===== src/rtl/cmos_dvp_capture.sv =====
// cmos_dvp_capture
// Camera-side DVP front end: registers the sensor bus, pairs bytes into
// RGB565 pixels, crops each frame to H_ACTIVE x V_ACTIVE, and drives the
// video FIFO write port plus its frame-sync. Single clock domain (pclk).
module cmos_dvp_capture #(
  parameter int H_ACTIVE    = 480,
  parameter int V_ACTIVE    = 272,
  parameter int SKIP_FRAMES = 10
) (
  input  logic        clk,
  input  logic        rst,
  input  logic        cmos_vsync,
  input  logic        cmos_href,
  input  logic [7:0]  cmos_data,
  output logic [15:0] fifo_data_out,
  output logic        fifo_data_en,
  output logic        fifo_data_vs,
  output logic [7:0]  frame_cnt,
  output logic        line_err
);

  localparam int XW = $clog2(H_ACTIVE + 1);
  localparam int YW = $clog2(V_ACTIVE + 1);
  localparam int SW = (SKIP_FRAMES > 0) ? $clog2(SKIP_FRAMES + 1) : 1;

  localparam logic [XW-1:0] X_MAX  = XW'(H_ACTIVE);
  localparam logic [YW-1:0] Y_MAX  = YW'(V_ACTIVE);
  localparam logic [SW-1:0] SKIP_N = SW'(SKIP_FRAMES);

  typedef enum logic [1:0] {
    WAIT_VS = 2'd0,
    SKIP    = 2'd1,
    ACTIVE  = 2'd2
  } state_e;

  state_e        state_q, state_d;
  logic [SW-1:0] skip_cnt_q, skip_cnt_d;

  // Registered sensor inputs and their one-cycle-delayed copies for edges.
  logic          s_vs_q, s_vs_d;
  logic          s_href_q, s_href_d;
  logic [7:0]    s_data_q, s_data_d;
  logic          s_vs_dly_q, s_vs_dly_d;
  logic          s_href_dly_q, s_href_dly_d;

  logic [XW-1:0] x_cnt_q, x_cnt_d;
  logic [YW-1:0] y_cnt_q, y_cnt_d;
  logic          phase_q, phase_d;
  logic [7:0]    hi_byte_q, hi_byte_d;
  // Set when a frame starts mid-line; the rest of that line is discarded.
  logic          drop_q, drop_d;

  logic [15:0]   data_out_q, data_out_d;
  logic          data_en_q, data_en_d;
  logic          data_vs_q, data_vs_d;
  logic [7:0]    frame_cnt_q, frame_cnt_d;
  logic          line_err_q, line_err_d;

  logic          vs_rise;
  logic          href_fall;
  logic          frame_start;
  logic          in_window;
  logic [SW-1:0] skip_inc;

  // Next-state logic: skip sequencing, frame/line bookkeeping, byte pairing.
  always_comb begin
    // NOTE: every signal gets a default first so no path leaves it unassigned, which would infer a latch.
    s_vs_d       = cmos_vsync;
    s_href_d     = cmos_href;
    s_data_d     = cmos_data;
    s_vs_dly_d   = s_vs_q;
    s_href_dly_d = s_href_q;

    state_d      = state_q;
    skip_cnt_d   = skip_cnt_q;
    x_cnt_d      = x_cnt_q;
    y_cnt_d      = y_cnt_q;
    phase_d      = phase_q;
    hi_byte_d    = hi_byte_q;
    drop_d       = drop_q;
    data_out_d   = data_out_q;
    data_en_d    = 1'b0;
    frame_cnt_d  = frame_cnt_q;
    line_err_d   = line_err_q;

    vs_rise      = s_vs_q & ~s_vs_dly_q;
    href_fall    = s_href_dly_q & ~s_href_q;
    in_window    = (x_cnt_q < X_MAX) && (y_cnt_q < Y_MAX);
    skip_inc     = skip_cnt_q + 1'b1;
    frame_start  = 1'b0;

    case (state_q)
      WAIT_VS: begin
        if (vs_rise) begin
          if (skip_cnt_q < SKIP_N) begin
            state_d = SKIP;
          end else begin
            state_d     = ACTIVE;
            frame_start = 1'b1;
          end
        end
      end
      SKIP: begin
        if (vs_rise) begin
          skip_cnt_d = skip_inc;
          if (skip_inc == SKIP_N) begin
            state_d     = ACTIVE;
            frame_start = 1'b1;
          end
        end
      end
      ACTIVE: begin
        if (vs_rise) frame_start = 1'b1;
      end
      default: state_d = WAIT_VS;
    endcase

    if (frame_start) begin
      x_cnt_d     = '0;
      y_cnt_d     = '0;
      phase_d     = 1'b0;
      line_err_d  = 1'b0;
      frame_cnt_d = frame_cnt_q + 8'd1;
      drop_d      = s_href_q;
    end else if (state_q == ACTIVE) begin
      if (!s_href_q) begin
        phase_d = 1'b0;
        drop_d  = 1'b0;
        if (href_fall && !drop_q) begin
          x_cnt_d = '0;
          if (y_cnt_q < Y_MAX) y_cnt_d = y_cnt_q + 1'b1;
          if (phase_q || in_window) line_err_d = 1'b1;
        end
      end else if (!drop_q) begin
        if (!phase_q) begin
          hi_byte_d = s_data_q;
          phase_d   = 1'b1;
        end else begin
          phase_d = 1'b0;
          if (in_window) begin
            data_en_d  = 1'b1;
            data_out_d = {hi_byte_q, s_data_q};
          end
          if (x_cnt_q < X_MAX) x_cnt_d = x_cnt_q + 1'b1;
        end
      end
    end

    data_vs_d = (state_d == ACTIVE) & s_vs_q;
  end

  // State and output registers with synchronous reset.
  always_ff @(posedge clk) begin
    // NOTE: non-blocking assignments so every flop samples pre-edge values regardless of statement order.
    if (rst) begin
      state_q      <= WAIT_VS;
      skip_cnt_q   <= '0;
      s_vs_q       <= 1'b0;
      s_href_q     <= 1'b0;
      s_data_q     <= '0;
      s_vs_dly_q   <= 1'b0;
      s_href_dly_q <= 1'b0;
      x_cnt_q      <= '0;
      y_cnt_q      <= '0;
      phase_q      <= 1'b0;
      hi_byte_q    <= '0;
      drop_q       <= 1'b0;
      data_out_q   <= '0;
      data_en_q    <= 1'b0;
      data_vs_q    <= 1'b0;
      frame_cnt_q  <= '0;
      line_err_q   <= 1'b0;
    end else begin
      state_q      <= state_d;
      skip_cnt_q   <= skip_cnt_d;
      s_vs_q       <= s_vs_d;
      s_href_q     <= s_href_d;
      s_data_q     <= s_data_d;
      s_vs_dly_q   <= s_vs_dly_d;
      s_href_dly_q <= s_href_dly_d;
      x_cnt_q      <= x_cnt_d;
      y_cnt_q      <= y_cnt_d;
      phase_q      <= phase_d;
      hi_byte_q    <= hi_byte_d;
      drop_q       <= drop_d;
      data_out_q   <= data_out_d;
      data_en_q    <= data_en_d;
      data_vs_q    <= data_vs_d;
      frame_cnt_q  <= frame_cnt_d;
      line_err_q   <= line_err_d;
    end
  end

  assign fifo_data_out = data_out_q;
  assign fifo_data_en  = data_en_q;
  assign fifo_data_vs  = data_vs_q;
  assign frame_cnt     = frame_cnt_q;
  assign line_err      = line_err_q;

endmodule


===== config.mk =====
export PLATFORM = sky130hd
export DESIGN_NAME = cmos_dvp_capture
export DESIGN_NICKNAME = d
export VERILOG_FILES = /design/src/rtl/cmos_dvp_capture.sv
export SDC_FILE = /design/constraint.sdc
export NUM_CORES = 1
export LEC_CHECK = 0
export CAP_MARGIN = 30
export CORE_MARGIN = 2
export CORE_UTILIZATION = 39
export CTS_CLUSTER_SIZE = 12
export DETAILED_ROUTE_END_ITERATION = 8
export HOLD_SLACK_MARGIN = 0.02
export SLEW_MARGIN = 5
export SYNTH_ARGS = -nofsm -noshare
export SYNTH_HDL_FRONTEND = slang
export SYNTH_SLANG_ARGS = --single-unit

===== constraint.sdc =====
create_clock -name clk -period 1.9 [get_ports clk]
set_input_delay 0.285 -clock clk [delete_from_list [all_inputs] [get_ports clk]]
set_output_delay 0.285 -clock clk [all_outputs]
set_load 0.01 [all_outputs]

==> impl_metrics.tcl, run 1 <==
set metrics [dict create \
    startpoint_type "flip-flop" \
    clkPwrFrac_pct 43.5 \
    power.density_nw_per_um2 772 \
    r2r_cells 6 \
    worst_slew_pin_slew_ps 461 \
    fin_skew_ps 6.78 \
    drive_above_1_share_pct 15.2 \
    wire_per_inst_um 12.2 \
    viasPerCell 4.84 \
    power.total_mw 3.13 \
    rows 32 \
    firstDrtPassIters 4 \
    slew_headroom_pct 69.0 \
    yosys-top-cells-area "dfxtp_1, mux2i_1, nor2_1, xor2_1, nor2b_1" \
    crit_path_max_fanout 8 \
    grt_pass1_wl_mm 10.3 \
    fmax_ghz 0.533 \
    synthesis.area_um2 3110 \
    num-nets-final 401 \
    post-route-period-util_pct 98.8 \
    cts.sinks 73 \
    mostFrequentLayoutCell "dfxtp_1" \
    drt-total-wl_mm 5.97 \
    power_frac_comb_pct 5.5 \
    holdPathStages 3 \
    num-fill-cells 709 \
    yosysTopAreaCellShare_pct 47.0 \
    hp-start "rst" \
    criticalPathCategory "flip-flop to flip-flop" \
    p_leak_nw 1.50 \
    synth_area_leader_cell "dfxtp_1" \
    reg2reg_from "drop_q" \
    syn_area_per_cell_um2 9.46 \
    overflow 0 \
    die_h_um 93.3 \
    place_area_um2 3690 \
    grt_max_degree 36 \
    cts_made_buffers 9 \
    grt_usage_pct 14.7 \
    ant_nets 0 \
    grt_pass1_vias 2251 \
    vdd.ir_drop.worst_uv 411 \
    area_growth_pct 30.2 \
    rsz0062_at_grt "yes" \
    switching_share_pct 23.0 \
    place_congestion 0.791 \
    worst_ep_arrival_time_ps 2110 \
    power.switching_mw 0.718 \
    drv_cap 0 \
    antenna_found_initial 0 \
    cts_tree "done" \
    cp-startpoint "drop_q" \
    ff2ff_setup_slack_ps 20 \
    finalCriticalPeriod_ps 1880 \
    slew_viol_final 0 \
    hp-class "input port to flip-flop" \
    finalSetupViolations 0 \
    clk_pin_slew_ps 80 \
    antenna_cells 0 \
    cts_buffer_depth 2 \
    yosysWarnings 0 \
    hold_slack_ps 319 \
    finalHoldViolCount 0 \
    yosys_register_bits 73 \
    ys_seq_area_share_pct 47.0 \
    synth_fp_nets 346 \
    required_ps 2140 \
    postLayoutCellArea_um2 4050 \
    clk_latency_ps 350 \
    port_buffers 38 \
    fp.dieW_um 93.3 \
    initial_core_util_pct 40.3 \
    fin_util_pct 52.4 \
    power.share.sequential_pct 51.0 \
    final_cell_mix "dfxtp_1, nor2_1, clkdlybuf4s50_1" \
    core-area_um2 7730 \
    synth_cells 329 \
    status "complete, no violations" \
    cp-end-kind "flip-flop" \
    cts-root-buf "clkbuf_8" \
    htree_levels 3 \
    yosysUniqueCellTypes 46 \
    pin_count 39 \
    drt-initial-drc-count 87 \
    p_int_mw 2.41 \
    dieArea_um2 8710 \
    vias 2377 \
    detailed_place_hpwl_mm 4.05 \
    drc 0 \
]
-- state kept, by name (all words and copies together), names as in the netlist, 2 cells and up --
signal	flops
fifo_data_out	16
x_cnt_q	9
y_cnt_q	9
frame_cnt	8
hi_byte_q	8
s_data_q	8
skip_cnt_q	4
state_q	2
-- worst max-delay path, stage by stage (launching register included) --
cell	delay [ps]
dfxtp_2	330
or3b_4	390
or2_4	240
and4bb_4	370
clkbuf_16	180
mux2i_1	190
nor2_1	60
-- final cells by class --
cell class	instances	area [um^2]	area share (%)
multi-input cells	236	1620	40.0
repair buffers	58	586	14.5
inverters	6	22.5	0.556
well taps	102	128	3.15
clock inverters	7	103	2.53
flip-flops and latches	73	1470	36.2
clock buffers	9	124	3.06
-- metal layers --
metal / wire, um / vias up / GRT usage (%) / part of all wire (%)
li1: - / 1241 / - / -
met4: 46 / 0 / 4.41 / 0.77
met5: 0 / - / 0 / 0
met3: 235 / 4 / 5.64 / 3.9
met1: 3050 / 1103 / 19.8 / 51
met2: 2640 / 29 / 21.8 / 44
-- final timing paths --
path                      endpoint
hold reg to reg           line_err
hold / removal          x_cnt_q[2]
setup / recovery  fifo_data_out[9]
setup reg to reg  fifo_data_out[9]
-- Yosys cell counts (all sizes together) --
| library cell | instances |
|---|---|
| a2111oi | 1 |
| a211o | 1 |
| a211oi | 3 |
| a21boi | 1 |
| a21o | 2 |
| a21oi | 11 |
| a221oi | 2 |
| a22oi | 1 |
| a41oi | 3 |
| and2 | 2 |
| and3 | 4 |
| and4 | 3 |
| and4bb | 1 |
| buf | 4 |
| clkbuf | 10 |
| dfxtp | 73 |
| ha | 5 |
| inv | 6 |
| mux2 | 2 |
| mux2i | 31 |
| nand2 | 13 |
| nand2b | 9 |
| nand3 | 10 |
| nand3b | 1 |
| nand4 | 6 |
| nand4bb | 1 |
| nor2 | 61 |
| nor2b | 19 |
| nor3 | 5 |
| nor3b | 2 |
| nor4 | 5 |
| o21ai | 4 |
| o41a | 1 |
| or2 | 1 |
| or3 | 1 |
| or3b | 2 |
| or4 | 1 |
| or4b | 1 |
| xnor2 | 5 |
| xor2 | 15 |
-- stage by stage --
stage | TNS (ps) | worst slack (ps) | cells
after floorplan | -1020 | -113 | 329
after global placement | 0 | 17.8 | 469
after detailed placement | -2100 | -107 | 469
after CTS | -36.2 | -19.2 | 485
after global routing | -120 | -13.4 | 491
final | 0 | 22.9 | 491
-- power by group through the flow --
stage	Sequential [mW]	Combinational (mW)	Clock (mW)
after global routing	1.60	0.193	1.47
after global placement	1.63	0.167	0
after detailed placement	1.63	0.168	0
after CTS	1.60	0.171	1.41
after floorplan	1.63	0.0874	0
final	1.59	0.173	1.36
-- kinds of logic after synthesis --
kind of cell    share of synthesized area [%]
fa+ha+maj                                2.01
buf+inv                                  3.30
flops                                    47.0
xor+xnor                                 5.63
compound gates                           6.72
simple gates                             24.7
mux                                      10.7
-- what timing repair did --
| action | 4_1_cts | 5_1_grt |
|---|---|---|
| resized for setup | 3 | 14 |
| hold buffers | 0 | 0 |
| pin swaps | 0 | 9 |
| cloned | 0 | 2 |
| endpoints found under the setup margin | 27 | 42 |
| setup buffers | 0 | 4 |
Note: power is estimated with default switching activity, not from simulation.
==> run 2, diff against run 1 <==
--- a/config.mk
+++ b/config.mk
@@ -8,7 +8,6 @@
 export CAP_MARGIN = 30
 export CORE_MARGIN = 2
 export CORE_UTILIZATION = 39
-export CTS_CLUSTER_SIZE = 12
 export DETAILED_ROUTE_END_ITERATION = 8
 export HOLD_SLACK_MARGIN = 0.02
 export SLEW_MARGIN = 5
==> results of run 2 <==
Final layout, timing and power as in run 1 (identical DEF).
